File: config.mk
export PLATFORM = sky130hd
export DESIGN_NAME = add_sub_result_fifo_flat
export DESIGN_NICKNAME = d
export VERILOG_FILES = /design/src/rtl/alu_pkg.sv /design/src/rtl/add_sub_result_fifo_if.sv /design/src/rtl/alu_sat_counter.sv /design/src/rtl/add_sub_result_fifo.sv /design/src/flat_wrapper.sv
export SDC_FILE = /design/constraint.sdc
export NUM_CORES = 1
export LEC_CHECK = 0
export ABC_AREA = 0
export CELL_PAD_IN_SITES_DETAIL_PLACEMENT = 0
export CELL_PAD_IN_SITES_GLOBAL_PLACEMENT = 1
export CORE_ASPECT_RATIO = 0.7
export CORE_MARGIN = 3
export CORE_UTILIZATION = 40
export DETAILED_ROUTE_END_ITERATION = 8
export GPL_TIMING_DRIVEN = 0
export PLACE_DENSITY = 0.84
export SETUP_SLACK_MARGIN = 0.2
export SYNTH_ARGS = -nofsm -noshare
export SYNTH_HDL_FRONTEND = slang
export SYNTH_SLANG_ARGS = --single-unit
export TNS_END_PERCENT = 100
File: constraint.sdc
create_clock -name clk -period 6.3 [get_ports clk]
set_input_delay 0.63 -clock clk [delete_from_list [all_inputs] [get_ports clk]]
set_output_delay 0.63 -clock clk [all_outputs]
set_load 0.05 [all_outputs]
File: src/rtl/alu_pkg.sv
// Shared types and helpers for the 3-bit sign-magnitude adder/subtractor and its consumers.
package alu_pkg;

  localparam int unsigned RES_W = 4;
  localparam int unsigned MAG_W = 3;

  typedef struct packed {
    logic [RES_W-1:0] r;
    logic             sf;
    logic             zf;
  } alu_result_t;

  // Flags must agree with the result; negative zero is never a legal encoding.
  function automatic logic is_consistent(alu_result_t e);
    logic neg_zero;
    neg_zero = (e.r == {1'b1, {MAG_W{1'b0}}});
    return (e.sf == e.r[RES_W-1]) && (e.zf == (e.r[MAG_W-1:0] == '0)) && !neg_zero;
  endfunction

endpackage

File: src/rtl/add_sub_result_fifo_if.sv
// Result handshake bundle: upstream push side and downstream pop side.
interface add_sub_result_fifo_if;
  import alu_pkg::*;

  logic             in_valid;
  logic             in_ready;
  logic [RES_W-1:0] in_r;
  logic             in_sf;
  logic             in_zf;
  logic             out_valid;
  logic             out_ready;
  logic [RES_W-1:0] out_r;
  logic             out_sf;
  logic             out_zf;

  modport slave (
    input  in_valid, in_r, in_sf, in_zf, out_ready,
    output in_ready, out_valid, out_r, out_sf, out_zf
  );

  modport master (
    output in_valid, in_r, in_sf, in_zf, out_ready,
    input  in_ready, out_valid, out_r, out_sf, out_zf
  );

endinterface

File: src/rtl/alu_sat_counter.sv
// Up-counter that holds at all-ones instead of wrapping.
module alu_sat_counter #(
  parameter int unsigned W = 8
) (
  input  logic         clk,
  input  logic         rst,
  input  logic         inc,
  output logic [W-1:0] q
);

  always_ff @(posedge clk) begin
    if (rst) begin
      q <= '0;
    end else if (inc && (q != '1)) begin
      q <= q + 1'b1;
    end
  end

endmodule

File: src/rtl/add_sub_result_fifo.sv
// Result buffer behind the adder: in-order FIFO with flag checking and result statistics.
module add_sub_result_fifo
  import alu_pkg::*;
#(
  parameter int unsigned DEPTH = 4,
  parameter int unsigned CNT_W = 8
) (
  input  logic                   clk,
  input  logic                   rst,
  add_sub_result_fifo_if.slave   bus,
  output logic [$clog2(DEPTH):0] count,
  output logic                   flag_err,
  output logic [CNT_W-1:0]       neg_cnt,
  output logic [CNT_W-1:0]       zero_cnt
);

  localparam int unsigned PW = $clog2(DEPTH);
  localparam int unsigned CW = PW + 1;

  alu_result_t   mem [DEPTH];
  alu_result_t   din;
  alu_result_t   head;
  logic [PW-1:0] wptr;
  logic [PW-1:0] rptr;
  logic [PW-1:0] rptr_nxt;
  logic [CW-1:0] count_nxt;
  logic          push;
  logic          pop;

  assign din = '{r: bus.in_r, sf: bus.in_sf, zf: bus.in_zf};

  assign bus.in_ready  = (count != CW'(DEPTH));
  assign bus.out_valid = (count != '0);
  assign bus.out_r     = head.r;
  assign bus.out_sf    = head.sf;
  assign bus.out_zf    = head.zf;

  assign push = bus.in_valid & bus.in_ready;
  assign pop  = bus.out_valid & bus.out_ready;

  always_comb begin
    rptr_nxt  = rptr;
    count_nxt = count;
    if (pop) begin
      rptr_nxt = rptr + 1'b1;
    end
    case ({push, pop})
      2'b10:   count_nxt = count + 1'b1;
      2'b01:   count_nxt = count - 1'b1;
      default: count_nxt = count;
    endcase
  end

  always_ff @(posedge clk) begin
    if (push) begin
      mem[wptr] <= din;
    end
  end

  // Head is a register loaded with the next-cycle head so that it holds the
  // last shown entry once the buffer empties; a push landing on the new head
  // slot bypasses storage since mem is not yet written.
  always_ff @(posedge clk) begin
    if (rst) begin
      wptr     <= '0;
      rptr     <= '0;
      count    <= '0;
      head     <= '0;
      flag_err <= 1'b0;
    end else begin
      rptr  <= rptr_nxt;
      count <= count_nxt;
      if (push) begin
        wptr <= wptr + 1'b1;
      end
      if (count_nxt != '0) begin
        head <= (push && (wptr == rptr_nxt)) ? din : mem[rptr_nxt];
      end
      if (push && !is_consistent(din)) begin
        flag_err <= 1'b1;
      end
    end
  end

  alu_sat_counter #(.W(CNT_W)) u_neg_cnt (
    .clk (clk),
    .rst (rst),
    .inc (push & bus.in_sf),
    .q   (neg_cnt)
  );

  alu_sat_counter #(.W(CNT_W)) u_zero_cnt (
    .clk (clk),
    .rst (rst),
    .inc (push & bus.in_zf),
    .q   (zero_cnt)
  );

endmodule

File: src/flat_wrapper.sv
// flat-port wrapper written by rule: the top's interface ports become plain ports
module add_sub_result_fifo_flat import alu_pkg::*;
#(
  parameter int unsigned DEPTH = 4,
  parameter int unsigned CNT_W = 8
)
  (clk, rst, count, flag_err, neg_cnt, zero_cnt, bus_in_valid, bus_in_r, bus_in_sf, bus_in_zf, bus_out_ready, bus_in_ready, bus_out_valid, bus_out_r, bus_out_sf, bus_out_zf);
  add_sub_result_fifo_if bus_i ();
  input  logic clk;
  input  logic rst;
  output logic [$clog2(DEPTH):0] count;
  output logic flag_err;
  output logic [CNT_W-1:0] neg_cnt;
  output logic [CNT_W-1:0] zero_cnt;
  input wire logic [$bits(bus_i.in_valid)-1:0] bus_in_valid;
  input wire logic [$bits(bus_i.in_r)-1:0] bus_in_r;
  input wire logic [$bits(bus_i.in_sf)-1:0] bus_in_sf;
  input wire logic [$bits(bus_i.in_zf)-1:0] bus_in_zf;
  input wire logic [$bits(bus_i.out_ready)-1:0] bus_out_ready;
  output wire logic [$bits(bus_i.in_ready)-1:0] bus_in_ready;
  output wire logic [$bits(bus_i.out_valid)-1:0] bus_out_valid;
  output wire logic [$bits(bus_i.out_r)-1:0] bus_out_r;
  output wire logic [$bits(bus_i.out_sf)-1:0] bus_out_sf;
  output wire logic [$bits(bus_i.out_zf)-1:0] bus_out_zf;
  assign bus_i.in_valid = bus_in_valid;
  assign bus_i.in_r = bus_in_r;
  assign bus_i.in_sf = bus_in_sf;
  assign bus_i.in_zf = bus_in_zf;
  assign bus_i.out_ready = bus_out_ready;
  assign bus_in_ready = bus_i.in_ready;
  assign bus_out_valid = bus_i.out_valid;
  assign bus_out_r = bus_i.out_r;
  assign bus_out_sf = bus_i.out_sf;
  assign bus_out_zf = bus_i.out_zf;
  add_sub_result_fifo #(.DEPTH(DEPTH), .CNT_W(CNT_W)) u_core (.clk(clk), .rst(rst), .bus(bus_i), .count(count), .flag_err(flag_err), .neg_cnt(neg_cnt), .zero_cnt(zero_cnt));
endmodule
# After elaboration in Yosys (flattened, before gate mapping)
# Memory sizes are Yosys's and may differ from the RTL's. A register that Yosys moved wholly into a read port is not among the register bits.
# Cells that the tools add are included.
# Widths: inputs -> output; s select.
[totals]
output_inout_bits = 28
mem_count = 1
in_bits = 10
regBits = 24
ram_bits = 24
word_cells = 39
[op_classes]
bitwise = 4
reduce_logical = 10
n_mux = 4
eq_ne = 8
addsub = 6
[mem_list]
columns = ["name", "words", "word_bits", "read_ports", "rd_ports_with_merged_regs", "write_ports", "line_no", "source"]
rows = [
  ["u_core.mem", 4, 6, 1, 1, 1, "add_sub_result_fifo.sv:20", "alu_result_t mem [DEPTH];"],
]
[ops]
columns = ["operator", "count"]
rows = [
  ["$add 8x1->8 const B", 2],
  ["$ne 8x8->1 const B", 2],
  ["$pmux 3 s2", 1],
  ["$reduce_bool 3->1", 2],
  ["$logic_and 1x1->1", 5],
  ["$add 2x1->2 const B", 2],
  ["$and 1x1->1", 4],
  ["$eq 4x4->1 const B", 1],
  ["$add 3x1->3 const B", 1],
  ["$logic_not 3->1", 1],
  ["$ne 3x3->1 const B", 1],
  ["$sub 3x1->3 const B", 1],
  ["$eq 1x1->1", 2],
  ["$eq 2x1->1 const B", 1],
  ["$eq 2x2->1 const B", 1],
  ["$logic_not 1->1", 2],
  ["$mux 1", 2],
  ["$mux 2", 1],
]

# Longest topological paths before layout
[depth]
ltp_word = 6
depth_mapped = 14
depth_no_buf = 12

# Modules after synthesis
# Synthesis repeated with hierarchy kept, for this count alone.
[hier_totals]
cells_unflattened = 280
area_unflattened_um2 = 2886.5
[by_module_without_submodules]
columns = ["module", "n_inst", "area_per_inst_um2", "cells_each"]
rows = [
  ["add_sub_result_fifo", 1, 2025.7, 188],
  ["alu_sat_counter", 2, 430.4, 46],
]

# Least setup slack after synthesis
# Ideal clock, no wire load.
[synth_timing]
kind = "register -> register"
startpoint = "reg u_core.count[2]"
endpoint = "reg, netlist name u_core.bus.out_r[0]"
path_slack_ps = 2908
arrival_ps = 3324
setup_time_ps = 69
n_path_buf = 2
synth_period_minus_slack_ps = 3392
stages_incl_launch_ff = 15
cell_sequence = "dfxtp_1 -> or3b_1 -> buf_2 -> and2_1 -> clkbuf_4 -> inv_1 -> ha_1 -> inv_1 -> fa_1 -> xor2_1 -> nor3_1 -> a211o_1 -> nor2_1 -> nand2_1 -> o21ai_1"
[synth_via]
elab_chain_cells = 5
word_cells_on_any_way = 11
cone_classes = "add/sub (2); eq/ne (3); mux (2); bitwise (2); reduce/logical (2)"
[synth_rtl]
columns = ["item", "line_no", "source"]
rows = [
  ["start, declared", "add_sub_result_fifo.sv:11", "output logic [$clog2(DEPTH):0] count,"],
  ["start signal, assigned", "add_sub_result_fifo.sv:72", "count <= count_nxt;"],
  ["$ne 3x3->1 (*)", "add_sub_result_fifo.sv:32", "assign bus.in_ready = (count != CW'(DEPTH));"],
  ["via bus_in_ready", "flat_wrapper.sv:20", "output wire logic [$bits(bus_i.in_ready)-1:0] bus_in_ready;"],
  ["$and 1x1->1 (*)", "add_sub_result_fifo.sv:38", "assign push = bus.in_valid & bus.in_ready;"],
  ["$eq 2x1->1 or $eq 2x2->1 (tied branches)", "add_sub_result_fifo.sv:47", "case ({push, pop})"],
  ["$pmux 3 s2 (*)", "add_sub_result_fifo.sv:47", ""],
  ["$reduce_bool 3->1 (*)", "add_sub_result_fifo.sv:76", "if (count_nxt != '0) begin"],
]
# Mark *: on every way through the listed nets, which the timed path passes. The rest lies on a longest branch.
# A chain may end at the register's enable or synchronous reset.

# Worst setup path after layout
[layout_timing]
startpoint = "reg u_core.count[2]"
endpoint = "reg, netlist name u_core.bus.out_r[1]"
[layout_via]
elab_chain_cells = 5
word_cells_on_any_way = 11
cone_classes = "add/sub (2); eq/ne (3); mux (2); bitwise (2); reduce/logical (2)"
[layout_rtl]
columns = ["item", "line_no"]
rows = [
  ["$ne 3x3->1 or $reduce_bool 3->1 (tied branches)", "add_sub_result_fifo.sv:32, add_sub_result_fifo.sv:33"],
  ["$and 1x1->1, on equally long branches", "add_sub_result_fifo.sv:38, add_sub_result_fifo.sv:39"],
  ["$eq 2x1->1 or $eq 2x2->1 (tied branches)", "add_sub_result_fifo.sv:47"],
  ["$pmux 3 s2", "add_sub_result_fifo.sv:47"],
  ["$reduce_bool 3->1", "add_sub_result_fifo.sv:76"],
]
# Several ways; a longest one is shown, not always the timed one.

==> run metrics <==
n_diodes 0; Area Overhead vs Synth 21.7%; Final Hold Vio Count 0; Crit-path slowest cell dfxtp_1; die area 7720 µm²; Lkg Pwr 0.00119 µW; fin. max-slew vios 0; crit-path cells or3b_1, buf_2, and2_1, clkbuf_4, inv_1, ha_1, inv_1, fa_1, xor2_1, nor3_1, a211o_1, nor2_1, nand2_1, o21ai_1; Synth cell types 49; RSZ-0062 raised after global routing no; ys async rst share 0; vias in the first global route between 1,500 and 2,000; register area 1320 µm²; achievable frequency 0.307 GHz; Worst Tran Pin Value between 600 and 700 ps; Final Critical Period 3260 ps; kind of critical path flop to flop; Hold Slack 449 ps; Yosys warning total 0; multi-input logic area 1230 µm²; cts bufs inserted 5; CP max FO 8; Routed WL between 5 and 6 mm; clock latency on the worst-skew pair 310 ps; setup bufs post-CTS 0; initial antenna violation count 0; worst min path class flop to flop; pin count of the biggest net entering global routing 17; routability cong. roughly 0.76; Mean Syn Cell Area 10.7 µm²; commonest non-fill, non-tap cell in the layout clkdlybuf4s50_1; Clock Skews 16.1 ps; post-synthesis cell count 251; Max stage delay on crit path 500 ps; crit path DAT about 3500 ps; CTS Buffer Depth 2; Final WS setup between 3000 and 4000 ps; VDD IR-drop max 192 µV; max_slew headroom 0.571; IO Count 38; Total GRT Usage 0.149; core area 6370 µm²; GR Overflow Total 0; hold depth 2; Die W 104 µm; Die Y 74.4 µm; # Max-Cap Violations 0; CTS sink count 54; data required time of the worst path 6550 ps; via count 1,952; Post-synth EDFFs 24; Period Utilization, post-route 0.517; flops & latches, synth 54; Crit path top cell by count inv_1; DRT antenna net count 0; first-pass GRT wire length 9.11 mm; vias per inst 5.06; finished layout cell area 3260 µm²; Synthesized Nets 269; Worst-path clk slew about 100 ps; clk root buf clkbuf_8; layout cells sized above 1 0.119; Post-Place Worst Slack 2700 ps; DP HPWL 4.03 mm; post_cts resized 0; CTS tree done; Post-synth top flop dfxtp_1; Iter 0 DRT Violations 93; fillers 611; Critical Path Start Type flop; DRC viols 0; initial core utilization 0.420; Synth Cell Area ~2700 µm²; drt first pass iters 4; register area share after synthesis 0.494; Fin Setup TNS 0 ps; status completed; Wirelength per Cell 14.5 µm; CP Capture Type flop; Power Density 408 nW/µm²; # port buffers 36; placed standard-cell area 3150 µm²; nets 312; row cnt 24; CTS hold repair buffers 0; commonest non-fill, non-tap cells in the layout clkdlybuf4s50_1 (36), nor2_1 (33), dfxtp_1 (30); Register-to-Register Path Depth 14; final setup violation count 0; CTS H-Tree Depth 2
==> sequential cells by signal, indices dropped and copies added (netlist names) <==
signal and cells:
u_core.bus.out_r 4, u_core.bus.out_sf 1, u_core.u_neg_cnt.q 8, u_core.rptr 2
u_core.u_zero_cnt.q 8, u_core.bus.out_zf 1, u_core.count 3, u_core.flag_err 1
u_core.wptr 2, u_core.mem 24
==> final timing paths <==
path | endpoint | start | slack [ps]
setup reg to reg | u_core.bus.out_r[1] | u_core.count[2] | 3040
hold reg to reg | u_core.bus.out_r[0] | u_core.bus.out_r[0] | 450
setup / recovery | u_core.bus.out_r[1] | u_core.count[2] | 3040
hold / removal | u_core.bus.out_r[0] | u_core.bus.out_r[0] | 450
==> report_power, final <==
part	switching, µW	internal, µW	leakage [µW]
registers	39.9	418	0.000465
clock network	110	117	0.0000528
logic	384	257	0.000674
total	534	793	0.00119
==> metal layers <==
| metal | wire, µm | track usage | share of wire |
|---|---|---|---|
| met1 | 2870 | 0.207 | 0.51 |
| met2 | 2380 | 0.241 | 0.43 |
| met3 | 284 | 0.0330 | 0.051 |
| met4 | 46 | 0.0354 | 0.0082 |
| met5 | 0 | 0 | 0 |
==> worst max-delay path, delay by kind of cell (launching register included) <==
kind                     cells  cell delay (ps)
buffers and inverters        4              500
adder cells (fa/ha/maj)      2              550
XOR/XNOR                     1              240
flip-flops                   1              500
AND/OR/NAND/NOR              5             1050
AO/OA/AOI/OAI                2              360
==> cells in the mapped netlist (all sizes together), types with 7 or more instances <==
master	instances	area share
nand2	15	0.024
and3	7	0.016
xnor2	7	0.023
clkbuf	7	0.019
or3	8	0.021
mux2i	8	0.030
nor2	33	0.046
o21ai	8	0.019
inv	8	0.011
ha	7	0.033
o31ai	7	0.025
xor2	13	0.043
nor3	11	0.022
dfxtp	30	0.22
edfxtp	24	0.27
==> logic make-up (layout without fill, tap and decap cells) <==
family                   after synthesis  count (layout)  share of synthesized area
flip-flops                            54              54                      0.494
multiplexers                          14              14                     0.0552
adder cells (fa/ha/maj)                8               8                     0.0402
AND/OR/NAND/NOR                       96              96                      0.187
buffers and inverters                 21              65                     0.0477
XOR/XNOR                              20              20                     0.0655
AO/OA/AOI/OAI                         38              38                      0.111
==> through the flow <==
stage | power, µW | utilization | instances
floorplan | 951 | - | 251
global placement | 1100 | 0.495 | 378
detailed placement | 1110 | 0.495 | 378
CTS | 1330 | 0.512 | 386
global route | 1410 | 0.512 | 386
finish | 1330 | 0.512 | 386
==> area by class of cell <==
type / instances / area share
Sequential cell: 54 / 0.406
Timing Repair Buffer: 36 / 0.111
Buffer: 13 / 0.0300
Inverter: 8 / 0.00922
Tap cell: 91 / 0.0350
Multi-Input combinational cell: 176 / 0.377
Clock buffer: 6 / 0.0223
Clock inverter: 2 / 0.0104
Power figures use the tool's default switching activity.
